===== config.mk =====
export PLATFORM = sky130hd
export DESIGN_NAME = sw_rr_scheduler
export DESIGN_NICKNAME = d
export VERILOG_FILES = /design/src/rtl/sw_rr_scheduler.sv
export SDC_FILE = /design/constraint.sdc
export NUM_CORES = 1
export LEC_CHECK = 0
export BUFFER_PORTS_ARGS = -buffer_cell sky130_fd_sc_hd__buf_2
export CAP_MARGIN = 20
export CORE_MARGIN = 5
export CORE_UTILIZATION = 55
export CTS_CLUSTER_SIZE = 16
export DETAILED_ROUTE_END_ITERATION = 12
export PLACE_DENSITY = 0.8
export RECOVER_POWER = 50
export SLEW_MARGIN = 20
export SYNTH_ARGS = -nofsm -noshare
export SYNTH_HDL_FRONTEND = slang
export SYNTH_SLANG_ARGS = --single-unit

===== constraint.sdc =====
create_clock -name clk -period 5.1 [get_ports clk]
set_input_delay 0.255 -clock clk [delete_from_list [all_inputs] [get_ports clk]]
set_output_delay 0.255 -clock clk [all_outputs]
set_load 0.005 [all_outputs]

===== src/rtl/sw_rr_scheduler.sv =====
// Round-robin scheduler for the switch-index display path: each active requester holds the grant
// for HOLD_CYCLES clocks in turn. Define STICKY_REQ_EN to latch single-cycle request pulses.
module sw_rr_scheduler #(
    parameter int N_REQ       = 8,
    parameter int IDX_W       = 3,
    parameter int HOLD_CYCLES = 50000000,
    parameter int CNT_W       = 26
) (
    input  logic             clk,
    input  logic             rst,
    input  logic             en,
    input  logic [N_REQ-1:0] req,
    output logic             gnt_valid,
    output logic [IDX_W-1:0] gnt_idx,
    output logic [N_REQ-1:0] gnt_onehot
);

    typedef enum logic {IDLE, GRANT} state_t;

    state_t           state;
    logic [IDX_W-1:0] ptr;
    logic [CNT_W-1:0] cnt;
    logic [N_REQ-1:0] req_eff;
    logic             last;
    logic [IDX_W-1:0] next_ptr;
    logic [N_REQ-1:0] arb_req;
    logic [IDX_W-1:0] arb_start;
    logic [IDX_W:0]   arb_res;
    logic             arb_found;
    logic [IDX_W-1:0] arb_idx;

    // First set bit of r scanning start, start+1, ..., wrapping; returns {found, index}.
    function automatic logic [IDX_W:0] rr_pick(input logic [N_REQ-1:0] r,
                                               input logic [IDX_W-1:0] start);
        logic [IDX_W:0] res;
        int             j;
        res = '0;
        for (int i = N_REQ - 1; i >= 0; i--) begin
            j = int'(start) + i;
            if (j >= N_REQ) j = j - N_REQ;
            if (r[IDX_W'(j)]) res = {1'b1, IDX_W'(j)};
        end
        return res;
    endfunction

    always_comb begin
        last      = (state == GRANT) && (cnt == '0);
        next_ptr  = (gnt_idx == IDX_W'(N_REQ - 1)) ? '0 : gnt_idx + 1'b1;
        // On the last hold cycle the current owner is masked so another requester gets a turn.
        arb_start = last ? next_ptr : ptr;
        arb_req   = last ? (req_eff & ~gnt_onehot) : req_eff;
        arb_res   = rr_pick(arb_req, arb_start);
        arb_found = arb_res[IDX_W];
        arb_idx   = arb_res[IDX_W-1:0];
    end

`ifdef STICKY_REQ_EN
    logic [N_REQ-1:0] pending;

    // Set wins over the end-of-grant clear, so a pulse arriving on that cycle is kept.
    always_ff @(posedge clk or negedge rst) begin
        if (!rst)
            pending <= '0;
        else if (!en)
            pending <= '0;
        else
            pending <= (pending & ~(last ? gnt_onehot : '0)) | req;
    end

    assign req_eff = req | pending;
`else
    assign req_eff = req;
`endif

    // NOTE: all state uses non-blocking assignments so every register sees pre-edge values.
    always_ff @(posedge clk or negedge rst) begin
        if (!rst) begin
            state      <= IDLE;
            ptr        <= '0;
            cnt        <= '0;
            gnt_valid  <= 1'b0;
            gnt_idx    <= '0;
            gnt_onehot <= '0;
        end else if (!en) begin
            state      <= IDLE;
            cnt        <= '0;
            gnt_valid  <= 1'b0;
            gnt_idx    <= '0;
            gnt_onehot <= '0;
        end else begin
            case (state)
                IDLE: begin
                    if (arb_found) begin
                        state      <= GRANT;
                        cnt        <= CNT_W'(HOLD_CYCLES - 1);
                        gnt_valid  <= 1'b1;
                        gnt_idx    <= arb_idx;
                        gnt_onehot <= N_REQ'(1) << arb_idx;
                    end
                end
                GRANT: begin
                    if (cnt != '0) begin
                        cnt <= cnt - 1'b1;
                    end else begin
                        ptr <= next_ptr;
                        if (arb_found) begin
                            cnt        <= CNT_W'(HOLD_CYCLES - 1);
                            gnt_valid  <= 1'b1;
                            gnt_idx    <= arb_idx;
                            gnt_onehot <= N_REQ'(1) << arb_idx;
                        end else begin
                            state      <= IDLE;
                            gnt_valid  <= 1'b0;
                            gnt_idx    <= '0;
                            gnt_onehot <= '0;
                        end
                    end
                end
                default: state <= IDLE;
            endcase
        end
    end

endmodule

### Yosys cells after proc, flatten, opt, wreduce, memory -nomap -nowiden

Index checks and enable logic that the tools add are counted.

| word-level totals | value |
|---|---|
| input port bits | 11 |
| output and inout port bits | 12 |
| word-level logic and storage cells | 117 |
| flip-flop bits (word level) | 42 |

| cells by class | value |
|---|---|
| order comparisons | 16 |
| mux-type cells | 65 |
| eq/ne operators | 3 |
| bitwise gates (word level) | 4 |
| add/subtract/negate cells | 17 |
| shift-type cells | 1 |
| reductions and logical operators | 5 |

Operators with widths:

| kind | count |
|---|---|
| $mux W26 | 3 |
| $pmux W26 S2 | 1 |
| $mux W3 | 14 |
| $lt A3 B5 Y1 const B | 8 |
| $mux W8 | 5 |
| $mux W4 | 8 |
| $ge A4 B4 Y1 const B | 7 |
| $logic_not A26 Y1 | 1 |
| $reduce_bool A26 Y1 | 1 |
| $sub A26 B1 Y26 const B | 1 |
| $bmux W1 S3 | 8 |
| $sub A3 B1 Y3 const B | 8 |
| $mux W1 | 22 |
| $add A3 B3 Y4 const B | 4 |
| $pmux W8 S2 | 1 |
| $add A3 B2 Y4 const B | 2 |
| $and A8 B8 Y8 | 1 |
| $not A8 Y8 | 1 |
| $shl A1 B3 Y8 const A | 1 |
| $ne A3 B3 Y1 const B | 2 |
| $pmux W3 S2 | 1 |
| $add A3 B1 Y4 const B | 1 |
| $ge A3 B4 Y1 const B | 1 |
| $pmux W1 S2 | 2 |
| other kinds (6) | 7 |

### Logic depth before layout (Yosys ltp)

Gate-level depths: netlist of run 1.

| depth | value |
|---|---|
| depth in word-level cells | 22 |
| depth in mapped cells | 20 |
| gate-level depth less buffers | 16 |

### Worst setup path after synthesis of run 1

No wires, ideal clock.

| timing | value |
|---|---|
| path type | flip-flop to flip-flop |
| from | reg cnt[20] |
| to | reg gnt_onehot[3] |
| data required time | 4,990 ps |
| arrival | 4,518 ps |
| setup slack | 472 ps |
| setup time | 110 ps |
| stages on the path, launching flop included | 18 |
| clock period less this slack | 4,628 ps |
| path buffers | 3 |
| path through | dfrtp_1 > nor4_2 > and4_1 > buf_2 > nand2_1 > clkbuf_1 > a21oi_1 > ha_1 > clkbuf_1 > inv_2 > mux4_2 > and3_1 > nor2_1 > mux2i_1 > o21ba_1 > o311a_1 > mux2_4 > o41ai_1 |

| between the ends | value |
|---|---|
| cells in the longest elaborated chain, start to end | 22 |
| elaborated cells on any way between the ends | 77 |
| those cells by class | add/sub (15); order compare (8); eq/ne (2); shift (1); mux (47); reduce/logical (4) |

Ends and longest elaborated chain:

| item | line | RTL |
|---|---|---|
| from (decl) | 22 | `logic [CNT_W-1:0] cnt;` |
| from (signal assigned) | 95 | `cnt <= CNT_W'(HOLD_CYCLES - 1);` |
| from (signal assigned) | 103 | `cnt <= cnt - 1'b1;` |
| from (signal assigned) | 107 | `cnt <= CNT_W'(HOLD_CYCLES - 1);` |
| $logic_not A26 Y1 | 47 | `last = (state == GRANT) && (cnt == '0);` |
| $logic_and A1 B1 Y1 | 47 |  |
| $mux W3 | 50 | `arb_start = last ? next_ptr : ptr;` |
| $add A3 B3 Y4 | 39 | `j = int'(start) + i;` |
| $ge A4 B4 Y1 or $sub A3 B1 Y3 (tied branches) | 40 | `if (j >= N_REQ) j = j - N_REQ;` |
| $mux W3 | 40 |  |
| $bmux W1 S3 | 41 | `if (r[IDX_W'(j)]) res = {1'b1, IDX_W'(j)};` |
| $mux W1 (implied by the code) (2 in series) | 41 |  |
| $mux W4 (8 in series) | 41 |  |
| $shl A1 B3 Y8 | 98, 110 |  |
| $mux W8 | 106 | `if (arb_found) begin` |
| $mux W8 | 102 | `if (cnt != '0) begin` |
| $pmux W8 S2 | 91 | `case (state)` |
| $mux W8 | 84 | `end else if (!en) begin` |
| to (signal assigned) | 98 | `gnt_onehot <= N_REQ'(1) << arb_idx;` |
| to (signal assigned) | 110 | `gnt_onehot <= N_REQ'(1) << arb_idx;` |
| to (decl) | 15 | `output logic [N_REQ-1:0] gnt_onehot` |

Parallel ways exist; a longest one is shown, timed or not. The select of a mux whose other input is x is not followed.
A chain may end at the register's enable or synchronous reset.

### Worst setup path in the final report of run 1

| timing | value |
|---|---|
| from | reg cnt[15] |
| to | reg gnt_onehot[7] |

The elaborated chain is that of the path after synthesis.

==> impl_metrics.env, run 1 <==
export IMPL_outcome="finished with violations"
export IMPL_violations="max-capacitance violations, max-slew violations"
export IMPL_post_cts_setup_buffer_count=0
export IMPL_drc=0
export IMPL_post_cts_resized=0
export IMPL_max_freq_mhz=209
export IMPL_n_antenna_cell=0
export IMPL_synth_common_cells="nor2_1 (43), dfrtp_1 (42), nand2_1 (37)"
export IMPL_hp_class="input port to flip-flop"
export IMPL_cts_htree_levels=2
export IMPL_dieWidth_um=95.4
export IMPL_cts_tree="yes"
export IMPL_root_buffer="clkbuf_8"
export IMPL_initial_utilization_pct=55.9
export IMPL_r2r_end="gnt_onehot[7]$_DFFE_PN0P_"
export IMPL_r2r_start="cnt[15]$_DFF_PN0_"
export IMPL_vias_per_cell=6.65
export IMPL_wl_per_cell_um=19.1
export IMPL_clock_path_buffers=2
export IMPL_antenna_found_initial=0
export IMPL_power_density_nw_per_um2=185
export IMPL_grt_pass1_wl_um=18500
export IMPL_gp_congestion=1.08
export IMPL_hp_start="en"
export IMPL_grtUsageMet2_pct=38.2
export IMPL_syn_area_um2=4010
export IMPL_synth_most_common_cell="nor2_1"
export IMPL_yosys_warnings=0
export IMPL_clk_latency_ns=0.30
export IMPL_total_power_mw=0.804
export IMPL_setup_worst_path_class="flip-flop to flip-flop"
export IMPL_endpoint_kind="flip-flop"
export IMPL_hold_path_endpoint="cnt[1]$_DFF_PN0_"
export IMPL_io_buffers=22
export IMPL_worstPathArrival_ns=4.95
export IMPL_slew_viol_final=43
export IMPL_synthesis_nets=483
export IMPL_ir_worst_vdd_v=0.000190
export IMPL_netlist_area_leader_share_pct=26.2
export IMPL_yosys_area_top_type="dfrtp_1"
export IMPL_antenna_left=0
export IMPL_vias=3875
export IMPL_start_kind="flip-flop"
export IMPL_hold_buffers=0
export IMPL_dr_first_iter_drc_count=296
export IMPL_grt_max_degree=43
export IMPL_synthTopCellsByArea="dfrtp_1 (26%), mux2i_1 (7.0%), mux4_2 (4.5%)"
export IMPL_cts_clk_slew_worst_paths_ns=0.08
export IMPL_nets=500
export IMPL_ys_types=68
export IMPL_setup_tns_final_ns=0
export IMPL_syn_avg_cell_area_um2=8.61
export IMPL_grt_pass1_vias=3707
export IMPL_synth_ff_type="dfrtp_1"
export IMPL_rr_worst_depth=14
export IMPL_final_core_util_pct=60.4
export IMPL_finalCritPeriodShare_pct=93.8
export IMPL_die_area_um2=9110
export IMPL_grt_util_met3_pct=4.42
export IMPL_p_leak_nw=1.82
export IMPL_synth_seq_area_share_pct=26.2
export IMPL_die_h_um=95.4
export IMPL_fin_skew_ns=0.00640
export IMPL_crit_fanout=10
export IMPL_period_minus_slack_ns=4.78
export IMPL_synth_seq_cells=42
export IMPL_area_growth_syn_to_layout_pct=7.98
export IMPL_worstMarginPinSlew_ns=2.23
export IMPL_gr_max_usage_layer="met2"
export IMPL_rows=31
export IMPL_drive_gt1_share_pct=17.6
export IMPL_numCtsBuffers=5
export IMPL_firstDrtPassIters=5
export IMPL_finalHoldViolations=0
export IMPL_globalRouteOverflowTotal=0
export IMPL_holdPathStages=2
export IMPL_grt_usage_pct=25.5
export IMPL_rsz0062_at_grt="no"
export IMPL_met1_usage_pct=37.3
export IMPL_setup_violations=0
export IMPL_num_io_pins=23
export IMPL_syn_inst=466
export IMPL_dpl_hpwl_um=8190
export IMPL_design_core_area_um2=7180
export IMPL_drv_cap=1
export IMPL_cts_sinks=42
export IMPL_finalWirelength_um=11100
export IMPL_required_ns=5.27
export IMPL_r2r_slack_ns=0.32
export IMPL_synth_edff_count=0
export IMPL_synthArstFlopShare_pct=100
export IMPL_relSlewSlack_pct=-48.6
==> metal layers <==
metal / vias to the layer above / routed length [um]
met5: - / 0
met4: 0 / 198
met3: 20 / 874
met2: 179 / 5150
met1: 1860 / 4910
li1: 1816 / -
==> layout make-up <==
type	instances	area, um^2
well taps	99	124
flip-flops and latches	42	1050
fillers	646	2840
clock buffers	6	82.6
inverters	9	33.8
multi-input cells	391	2830
repair buffers	34	196
clock inverters	2	12.5
==> sequential cells by signal, indices dropped and copies added (netlist names) <==
| name | flops |
|---|---|
| gnt_valid | 1 |
| state | 1 |
| gnt_idx | 3 |
| ptr | 3 |
| cnt | 26 |
| gnt_onehot | 8 |
==> cells by family (layout without fill, tap and decap cells) <==
group | Yosys count | in the layout | synth area share (%)
AOI/OAI and AO/OA | 132 | 132 | 24.5
xor gates and xnor gates | 1 | 1 | 0.218
and+or+nand+nor | 204 | 204 | 28.9
adders and majority gates | 6 | 6 | 1.87
DFF | 42 | 42 | 26.2
muxes | 48 | 48 | 14.9
buffers and inverters | 33 | 51 | 3.43
==> stage by stage <==
stage	setup slack [ns]	cells	hold slack (ns)	cell area (um^2)
2_1_floorplan	0.472	466	-0.0406	4010
3_3_place_gp	0.581	575	0.437	4240
3_5_place_dp	0.393	575	0.437	4240
4_1_cts	0.376	583	0.118	4340
5_1_grt	0.0370	583	0.541	4330
6_report	0.318	583	0.506	4330
==> where the power goes <==
group          total [mW]  internal [mW]  switching [mW]
sequential          0.374          0.349          0.0257
combinational       0.204         0.0799           0.124
clock               0.226          0.109           0.117
==> worst max-delay path, stage by stage (launching register included) <==
cell and delay, ns:
dfrtp_1 0.48, nor4_4 0.46, and4_1 0.28, nand2_1 0.18
a21oi_1 0.39, ha_1 0.33, inv_2 0.20, mux4_2 0.34
and3_1 0.21, nor2_1 0.30, mux2i_1 0.20, o21ba_1 0.22
o311a_1 0.37, mux2_4 0.35, o41ai_1 0.35
==> layout by cell type (no fill, tap or decap), types with 8 or more instances in the layout <==
cell      count
buf_2        19
buf_4        12
nor4_1        8
mux4_2        8
nand2_1      37
o21ai_0      26
o41ai_1       9
mux2i_1      28
nor3_1       17
nand3_1      24
dfrtp_1      42
a21boi_0      9
nand2b_1     17
nor2b_1      10
mux2_2       11
a21oi_1      27
nor2_1       43
==> worst max-delay path by stage <==
stage,startpoint,endpoint,cells after the start
6_report,cnt[15]$_DFF_PN0_,gnt_onehot[7]$_DFFE_PN0P_,14
2_1_floorplan,cnt[20]$_DFF_PN0_,gnt_onehot[3]$_DFFE_PN0P_,17
5_1_grt,cnt[24]$_DFF_PN0_,gnt_onehot[7]$_DFFE_PN0P_,14
3_5_place_dp,cnt[24]$_DFF_PN0_,gnt_onehot[7]$_DFFE_PN0P_,14
4_1_cts,cnt[24]$_DFF_PN0_,gnt_onehot[7]$_DFFE_PN0P_,14
3_3_place_gp,cnt[24]$_DFF_PN0_,gnt_onehot[3]$_DFFE_PN0P_,14
Note: power is estimated with default switching activity, not from simulation.
==> run 2: changes to the inputs <==
Settings changed: PLACE_DENSITY 0.8 to not set, PLACE_DENSITY_LB_ADDON set to 0.1.
==> run 2 against run 1 <==
The flow still finishes with violations (max-capacitance violations, max-slew violations). Power increased by 0.68%. Register-to-register slack improved by 0.098 ns. Count of clock-buffer cells in the layout decreased by 1. Final cell count increased by 0.86%. Clock skew increased by 0.0027 ns. Via count increased by 1.7%. Sequential power about the same. Critical path depth unchanged. Flip-flop and latch count unchanged. Die area unchanged. Global-route usage increased by 2.3 points. Largest cell class unchanged. Largest power group unchanged. Highest routed layer unchanged.
==> impl_metrics.env, run 2 (synthesized netlist as in run 1, its figures left out) <==
export IMPL_dpl_hpwl_um=8790
export IMPL_drc=0
export IMPL_dr_first_iter_drc_count=445
export IMPL_setup_violations=0
export IMPL_firstDrtPassIters=5
export IMPL_setup_tns_final_ns=0
export IMPL_cpLargestDelayFamily="simple AND/OR/NAND/NOR gates"
export IMPL_num_io_pins=23
export IMPL_die_h_um=95.4
export IMPL_dieWidth_um=95.4
export IMPL_post_cts_setup_buffer_count=0
export IMPL_rows=31
export IMPL_grt_usage_pct=27.7
export IMPL_violations="max-capacitance violations, max-slew violations"
export IMPL_path_buf_inv=1
export IMPL_finalWirelength_um=12000
export IMPL_relSlewSlack_pct=-50.8
export IMPL_initial_utilization_pct=55.9
export IMPL_nets=505
export IMPL_layout_common_cells="nor2_1 (42), dfrtp_1 (42), nand2_1 (37)"
export IMPL_vias_per_cell=6.70
export IMPL_drv_cap=1
export IMPL_globalRouteOverflowTotal=0
export IMPL_cts_tree="yes"
export IMPL_area_growth_syn_to_layout_pct=8.79
export IMPL_outcome="finished with violations"
export IMPL_max_freq_mhz=213
export IMPL_max_stage_delay_ns=0.51
export IMPL_design_core_area_um2=7180
export IMPL_cts_clk_slew_worst_paths_ns=0.09
export IMPL_gp_congestion=0.985
export IMPL_start_kind="flip-flop"
export IMPL_post_cts_resized=0
export IMPL_setup_worst_path_class="flip-flop to flip-flop"
export IMPL_hp_class="input port to flip-flop"
export IMPL_hold_buffers=0
export IMPL_largest_reg_flops=26
export IMPL_numCtsBuffers=5
export IMPL_slew_viol_final=43
export IMPL_n_antenna_cell=0
export IMPL_fin_skew_ns=0.00911
export IMPL_final_core_util_pct=60.9
export IMPL_clk_latency_ns=0.31
export IMPL_antenna_found_initial=0
export IMPL_p_leak_nw=1.83
export IMPL_io_buffers=22
export IMPL_cts_htree_levels=2
export IMPL_rsz0062_at_grt="no"
export IMPL_finalHoldViolations=0
export IMPL_worstMarginPinSlew_ns=2.26
export IMPL_grt_pass1_vias=3661
export IMPL_crit_fanout=10
export IMPL_period_minus_slack_ns=4.68
export IMPL_endpoint_kind="flip-flop"
export IMPL_finalCritPeriodShare_pct=91.9
export IMPL_worstPathArrival_ns=4.89
export IMPL_vias=3939
export IMPL_required_ns=5.30
export IMPL_power_density_nw_per_um2=185
export IMPL_clock_path_buffers=2
export IMPL_top_register="cnt"
export IMPL_drive_gt1_share_pct=18.2
export IMPL_slowest_stage="nor4_2"
export IMPL_wl_per_cell_um=20.3
export IMPL_cts_sinks=42
export IMPL_reg_largest_list="cnt (26), gnt_onehot (8)"
export IMPL_grt_pass1_wl_um=19700
export IMPL_ir_worst_vdd_v=0.000124
export IMPL_cp_cell_sequence="nor4_2 -> and4_1 -> nand2_1 -> a21oi_2 -> ha_1 -> inv_2 -> mux4_2 -> and3_1 -> nor2_1 -> mux2i_1 -> o21ba_1 -> o311a_1 -> mux2_4 -> o41ai_1"
export IMPL_antenna_left=0
export IMPL_die_area_um2=9110
export IMPL_grt_max_degree=43
export IMPL_root_buffer="clkbuf_8"
run 2: cell count changes in the layout (fill, tap and decap cells not counted), sizes merged:
cell,previous run,this run
buf,31,34
clkinv,2,3
clkbuf,9,10
run 2: layout make-up:
type / count / area (um^2)
clock buffer: 5 / 68.8
clock inverter: 3 / 21.3
fill: 656 / 2810
inverter: 9 / 33.8
multi-input combinational: 391 / 2840
sequential: 42 / 1050
tap: 99 / 124
timing repair buffer: 39 / 231
run 2: worst paths after layout:
path                                       startpoint                         to  slack (ns)  cells after the start
worst max-delay path                cnt[20]$_DFF_PN0_  gnt_onehot[7]$_DFFE_PN0P_        0.42                     14
worst min-delay path                               en           cnt[5]$_DFF_PN0_        0.51                      2
worst max register to register      cnt[20]$_DFF_PN0_  gnt_onehot[7]$_DFFE_PN0P_        0.42                     14
worst min register to register  gnt_valid$_DFFE_PN0P_      gnt_valid$_DFFE_PN0P_        0.52                      2
max in group asynchronous                         rst          cnt[24]$_DFF_PN0_        3.20                      1
min in group asynchronous                         rst           cnt[9]$_DFF_PN0_        0.62                      1
run 2: metal layers:
layer	wire [um]	part of all wire (%)	vias up	track usage, %
met1	5510	46	1936	41.9
li1	-	-	1834	-
met2	5510	46	151	42.0
met5	0	0	-	0
met3	738	6.2	18	3.63
met4	205	1.7	0	6.52
run 2: per-stage QoR:
stage / hold WS, ns / power [mW] / cells / setup slack [ns] / instance area (um^2)
6_report: 0.511 / 0.809 / 588 / 0.416 / 4370
5_1_grt: 0.538 / 0.851 / 588 / 0.0572 / 4370
4_1_cts: 0.129 / 0.810 / 588 / 0.466 / 4370
3_5_place_dp: 0.457 / 0.587 / 580 / 0.493 / 4280
3_3_place_gp: 0.450 / 0.584 / 580 / 0.573 / 4280
2_1_floorplan: -0.0406 / 0.519 / 466 / 0.472 / 4010
run 2: worst reg2reg max path, stage by stage, from the launching register on:
cell	delay (ns)
dfrtp_1	0.44
nor4_2	0.51
and4_1	0.29
nand2_1	0.12
a21oi_2	0.29
ha_1	0.31
inv_2	0.20
mux4_2	0.36
and3_1	0.21
nor2_1	0.33
mux2i_1	0.25
o21ba_1	0.23
o311a_1	0.38
mux2_4	0.35
o41ai_1	0.31
run 2: power breakdown:
part           switching [mW]  total [mW]  internal [mW]
Combinational           0.129       0.211         0.0815
Clock                   0.127       0.224         0.0963
Sequential             0.0259       0.375          0.349
